--- config.mk ---
export PLATFORM = sky130hd
export DESIGN_NAME = exe_seq_ctrl
export DESIGN_NICKNAME = d
export VERILOG_FILES = /design/src/rtl/exe_seq_ctrl.sv
export SDC_FILE = /design/constraint.sdc
export NUM_CORES = 1
export LEC_CHECK = 0
export CORE_AREA = 2 2 161 163
export DETAILED_ROUTE_END_ITERATION = 12
export DIE_AREA = 0 0 163 165
export PLACE_DENSITY = 0.68
export SLEW_MARGIN = 20
export SYNTH_ARGS = -nofsm -noshare
export SYNTH_HDL_FRONTEND = slang
export SYNTH_SLANG_ARGS = --single-unit
--- constraint.sdc ---
create_clock -name clk -period 11.8 [get_ports clk]
set_clock_uncertainty 0.2 [all_clocks]
set_input_delay 2.36 -clock clk [delete_from_list [all_inputs] [get_ports clk]]
set_output_delay 2.36 -clock clk [all_outputs]
set_load 0.05 [all_outputs]
--- src/rtl/exe_seq_ctrl.sv ---
// Execute-stage sequencer: holds an op on the combinational ALU for its latency, then captures the result.
// Optional divide-by-zero trap enabled by defining EXE_SEQ_DIV0_TRAP_EN.
module exe_seq_ctrl #(
  parameter int MUL_LAT = 3,
  parameter int DIV_LAT = 8,
  parameter int FP_LAT  = 2
) (
  input  logic        clk,
  input  logic        rst,
  input  logic        flush,
  input  logic        id_valid,
  input  logic [4:0]  id_operation,
  input  logic [63:0] id_op1,
  input  logic [63:0] id_op2,
  input  logic [4:0]  id_shamt,
  output logic        stall,
  output logic [4:0]  alu_operation,
  output logic [63:0] alu_op1,
  output logic [63:0] alu_op2,
  output logic [4:0]  alu_shamt,
  input  logic [63:0] alu_result,
  input  logic        alu_zero,
  input  logic        alu_overflow,
  output logic        exe_valid,
  output logic [63:0] exe_result,
  output logic        exe_zero,
  output logic        exe_overflow,
  output logic        exe_div0
);

  typedef enum logic {IDLE, BUSY} state_t;

  state_t     state, state_nxt;
  logic [3:0] cnt, cnt_nxt;
  logic [3:0] lat;
  logic       last, accept, div0_trap;

  assign last   = (state == BUSY) && (cnt == 4'd1);
  assign stall  = (state == BUSY) && (cnt > 4'd1);
  assign accept = id_valid && !stall && !flush;

`ifdef EXE_SEQ_DIV0_TRAP_EN
  assign div0_trap = (id_operation == 5'h10) && (id_op2[31:0] == 32'd0);
`else
  assign div0_trap = 1'b0;
`endif

  always_comb begin
    lat = 4'd1;
    if (!div0_trap) begin
      case (id_operation)
        5'h0F:        lat = 4'(MUL_LAT);
        5'h10:        lat = 4'(DIV_LAT);
        5'h0C, 5'h0D: lat = 4'(FP_LAT);
        default:      lat = 4'd1;
      endcase
    end
  end

  // flush beats accept; an accept on the final edge reloads for back-to-back issue
  always_comb begin
    state_nxt = state;
    cnt_nxt   = cnt;
    if (flush) begin
      state_nxt = IDLE;
      cnt_nxt   = 4'd0;
    end else if (accept) begin
      state_nxt = BUSY;
      cnt_nxt   = lat;
    end else if (last) begin
      state_nxt = IDLE;
      cnt_nxt   = 4'd0;
    end else if (state == BUSY) begin
      cnt_nxt   = cnt - 4'd1;
    end
  end

  always_ff @(posedge clk or posedge rst) begin
    if (rst) begin
      state <= IDLE;
      cnt   <= 4'd0;
    end else begin
      state <= state_nxt;
      cnt   <= cnt_nxt;
    end
  end

  always_ff @(posedge clk or posedge rst) begin
    if (rst) begin
      alu_operation <= 5'h00;
      alu_op1       <= 64'd0;
      alu_op2       <= 64'd0;
      alu_shamt     <= 5'd0;
    end else if (flush) begin
      alu_operation <= 5'h00;
    end else if (accept) begin
      alu_operation <= div0_trap ? 5'h00 : id_operation;
      alu_op1       <= id_op1;
      alu_op2       <= id_op2;
      alu_shamt     <= id_shamt;
    end else if (last) begin
      alu_operation <= 5'h00;
    end
  end

`ifdef EXE_SEQ_DIV0_TRAP_EN
  logic trap_pend;

  always_ff @(posedge clk or posedge rst) begin
    if (rst)
      trap_pend <= 1'b0;
    else if (accept)
      trap_pend <= div0_trap;
  end

  always_ff @(posedge clk or posedge rst) begin
    if (rst) begin
      exe_valid    <= 1'b0;
      exe_result   <= 64'd0;
      exe_zero     <= 1'b0;
      exe_overflow <= 1'b0;
      exe_div0     <= 1'b0;
    end else begin
      exe_valid <= last && !flush;
      if (last && !flush) begin
        exe_result   <= trap_pend ? 64'd0 : alu_result;
        exe_zero     <= trap_pend ? 1'b1  : alu_zero;
        exe_overflow <= trap_pend ? 1'b0  : alu_overflow;
        exe_div0     <= trap_pend;
      end
    end
  end
`else
  assign exe_div0 = 1'b0;

  always_ff @(posedge clk or posedge rst) begin
    if (rst) begin
      exe_valid    <= 1'b0;
      exe_result   <= 64'd0;
      exe_zero     <= 1'b0;
      exe_overflow <= 1'b0;
    end else begin
      exe_valid <= last && !flush;
      if (last && !flush) begin
        exe_result   <= alu_result;
        exe_zero     <= alu_zero;
        exe_overflow <= alu_overflow;
      end
    end
  end
`endif

endmodule

==> results by group <==
Floorplan
  • Starting density of the core: 0.3325
  • I/O pin cnt: 415
  • Die W: about 160 um
  • Die area: 0.02690 mm2
  • Core box area: 0.02504 mm2
  • Height of the die: about 170 um
  • Rows: between 50 and 60

Synthesis
  • Number of synthesized flops with an enable pin: 0
  • Async SR Flop Fraction: 1.000
  • Average size of a mapped cell: ~17 um2
  • Sequential fraction of the synthesis area: 0.6313
  • #FFs+latches synth: 210
  • Gate Count Post-Synth: 497
  • Synthesis Warnings: 0
  • Syn Nets: 707
  • Top_reg_cell synth: dfrtp_1
  • Synthesized area: between 0.008 and 0.009 mm2
  • Netlist cell types: 33

Critical path
  • Startpoint Class: input port
  • Crit Path Max Fanout: 55
  • Worst EP arrival: 5.76 ns
  • Worst reg-to-reg path cell count: 9
  • Crit path kind: input port to flip-flop
  • Reg2Reg Capture Point: alu_op1[4]$_DFFE_PP0P_
  • Register-to-register setup slack: between 7 and 8 ns
  • CP endpoint kind: flip-flop
  • FF-to-FF Start: cnt[0]$_DFFE_PP0P_
  • Setup crit end: alu_op1[4]$_DFFE_PP0P_
  • Worst Setup SP: id_valid
  • Required time worst endpoint: 11.99 ns

Power and ir drop
  • Peak supply drop: roughly 130 uV
  • Power Dens Cells: roughly 250 mW/mm2
  • Final total power: 3.306 mW
  • P_leak: just under 6 nW

Detailed routing
  • Via/cell ratio: 4.479
  • WL/cell: 18.20 um
  • Antenna-violating nets left: 0
  • Total Wirelength: roughly 23000 um
  • Via count: between 5000 and 6000
  • Initial DRC Count: 227
  • Detailed Routing Iterations Pass 1: 4
  • DRC viols: 0

Global route
  • GRT Total Usage: 0.1605
  • Initial antenna violation count: 0
  • Vias in the first global route: 5741
  • First-pass GRT wire length: 33670 um
  • Largest net degree at the start of global routing: roughly 140
  • Grt ovf: 0

Worst hold path
  • WHS Path Cells: 1
  • Hold_sp: alu_op1[20]$_DFFE_PP0P_
  • Hold Crit Class: flip-flop to flip-flop

Layout
  • # nets final: 1123
  • # fillers: about 2100
  • Area Overhead vs Synth: 61.49%
  • Fin cells: 1254
  • Antenna diodes: 0
  • Fin util: 0.5369
  • Final instance area: between 0.01 and 0.015 mm2
  • Share of cells above drive strength 1: 0.2608

Timing
  • Worst setup margin: ~6.2 ns
  • Final Max Slew Viols: 0
  • Fmax achieved: roughly 180 MHz
  • Setup violations, final: 0
  • Minimum clock period: 5.565 ns
  • Fin. Hold Viols: 0
  • RSZ-0062 raised after global routing: no
  • Worst-margin pin slew: 0.9717 ns
  • Crit share post-route: 0.4716
  • Slew Limit Headroom: 0.3522
  • Hold Worst Slack: about 0.3 ns
  • Setup_tns: 0 ns

Placement
  • Worst slack, placed: 5.660 ns
  • Placed Instances: 1217
  • Buffers added on ports: 413
  • Routability cong.: 0.7946
  • DP HPWL: 16580 um
  • Area after detailed placement: 0.01274 mm2

Clock tree
  • Max Root-Sink Buffers: 3
  • Worst skew pair latency: about 0.50 ns
  • Sink Count: 210
  • Post-CTS Setup Repair Bufs: 0
  • CTS root buffer: clkbuf_16
  • CTS tree: built
  • CTS Hold Bufs: 0
  • CTS Buf Count: 24
  • Worst-path clk slew: ~0.06 ns
  • CTS H-tree lvls: 1
  • Post-cts sizing count: 0

Status
  • Status: completed

Run
  • Number of max-cap violations: 0
worst max-delay path, cell delays in order:
cell,delay [ns]
clkdlybuf4s50_1,0.59
inv_1,0.28
or3_4,0.73
buf_4,0.50
buf_4,0.80
mux2_2,0.41
where the power goes:
group          internal (mW)  switching, mW
Combinational          0.604          0.979
Sequential             0.932          0.111
Clock                  0.400          0.280
synthesized netlist by cell type (2+ instances only):
master	number	share of area
dfrtp_1	210	0.63
mux2_2	129	0.17
mux2_4	70	0.13
buf_2	14	0.0084
a21oi_1	10	0.0060
buf_6	8	0.011
nor2b_1	6	0.0045
inv_1	5	0.0023
nand3_1	5	0.0030
o21ai_0	5	0.0030
clkbuf_1	4	0.0018
nand2b_1	3	0.0023
a311oi_1	2	0.0021
ha_1	2	0.0030
nand2_1	2	0.00090
nor2_1	2	0.00090
nor3_1	2	0.0012
or3_1	2	0.0015
or4_1	2	0.0018
how the worst min path moves through the flow:
stage | endpoint | slack [ns]
final | alu_op1[20]$_DFFE_PP0P_ | 0.30
after global routing | exe_result[36]$_DFFE_PP0P_ | 0.31
after CTS | alu_op1[15]$_DFFE_PP0P_ | 0.31
after detailed placement | alu_op1[19]$_DFFE_PP0P_ | 0.29
after global placement | alu_op1[12]$_DFFE_PP0P_ | 0.29
after floorplan | cnt[1]$_DFFE_PP0P_ | 0.39
cells in the final DEF, fill, tap and decap left out, types with 2 or more instances in the layout:
cell type        count
clkdlybuf4s50_1    413
dfrtp_1            210
mux2_2             129
mux2_4              70
clkbuf_16           25
a21oi_1             10
clkbuf_1             6
nand3_1              5
nor2b_1              5
o21ai_0              5
inv_1                4
buf_4                4
nand2b_1             3
clkinv_2             3
clkbuf_8             3
nor2_1               2
or4_1                2
nor3_1               2
nand2_1              2
a311oi_1             2
ha_1                 2
logic make-up (layout without fill, tap and decap cells):
family,count (synthesis),count (layout),synth area share
flip-flops,210,210,0.6313
multiplexers,199,199,0.3008
buffers and inverters,33,460,0.02465
AND/OR/NAND/NOR,28,28,0.02044
AO/OA/AOI/OAI,23,23,0.01834
adder cells (fa/ha/maj),2,2,0.003006
other,1,1,0.0004505
XOR/XNOR,1,1,0.001052
layout make-up:
| cell class | instances | area, um2 | area share |
|---|---|---|---|
| sequential | 210 | 5255 | 0.3909 |
| clock buffer | 34 | 689.4 | 0.05128 |
| timing repair buffer | 417 | 4164 | 0.3098 |
| inverter | 6 | 30.03 | 0.002234 |
| tap | 330 | 412.9 | 0.03071 |
| clock inverter | 3 | 15.01 | 0.001117 |
| multi-input combinational | 254 | 2877 | 0.2140 |
flip-flops by register name, summed over array words and instances (netlist names), 4 cells and up:
| register | count |
|---|---|
| alu_op1 | 64 |
| alu_shamt | 5 |
| alu_op2 | 64 |
| alu_operation | 5 |
| cnt | 4 |
| exe_result | 64 |
layer usage:
metal	GRT usage	wire length, um
met1	0.1976	9024
met2	0.2708	11290
met3	0.05450	2126
met4	0.04103	378
met5	0	0
No activity file was read; power rests on OpenSTA's default activity.
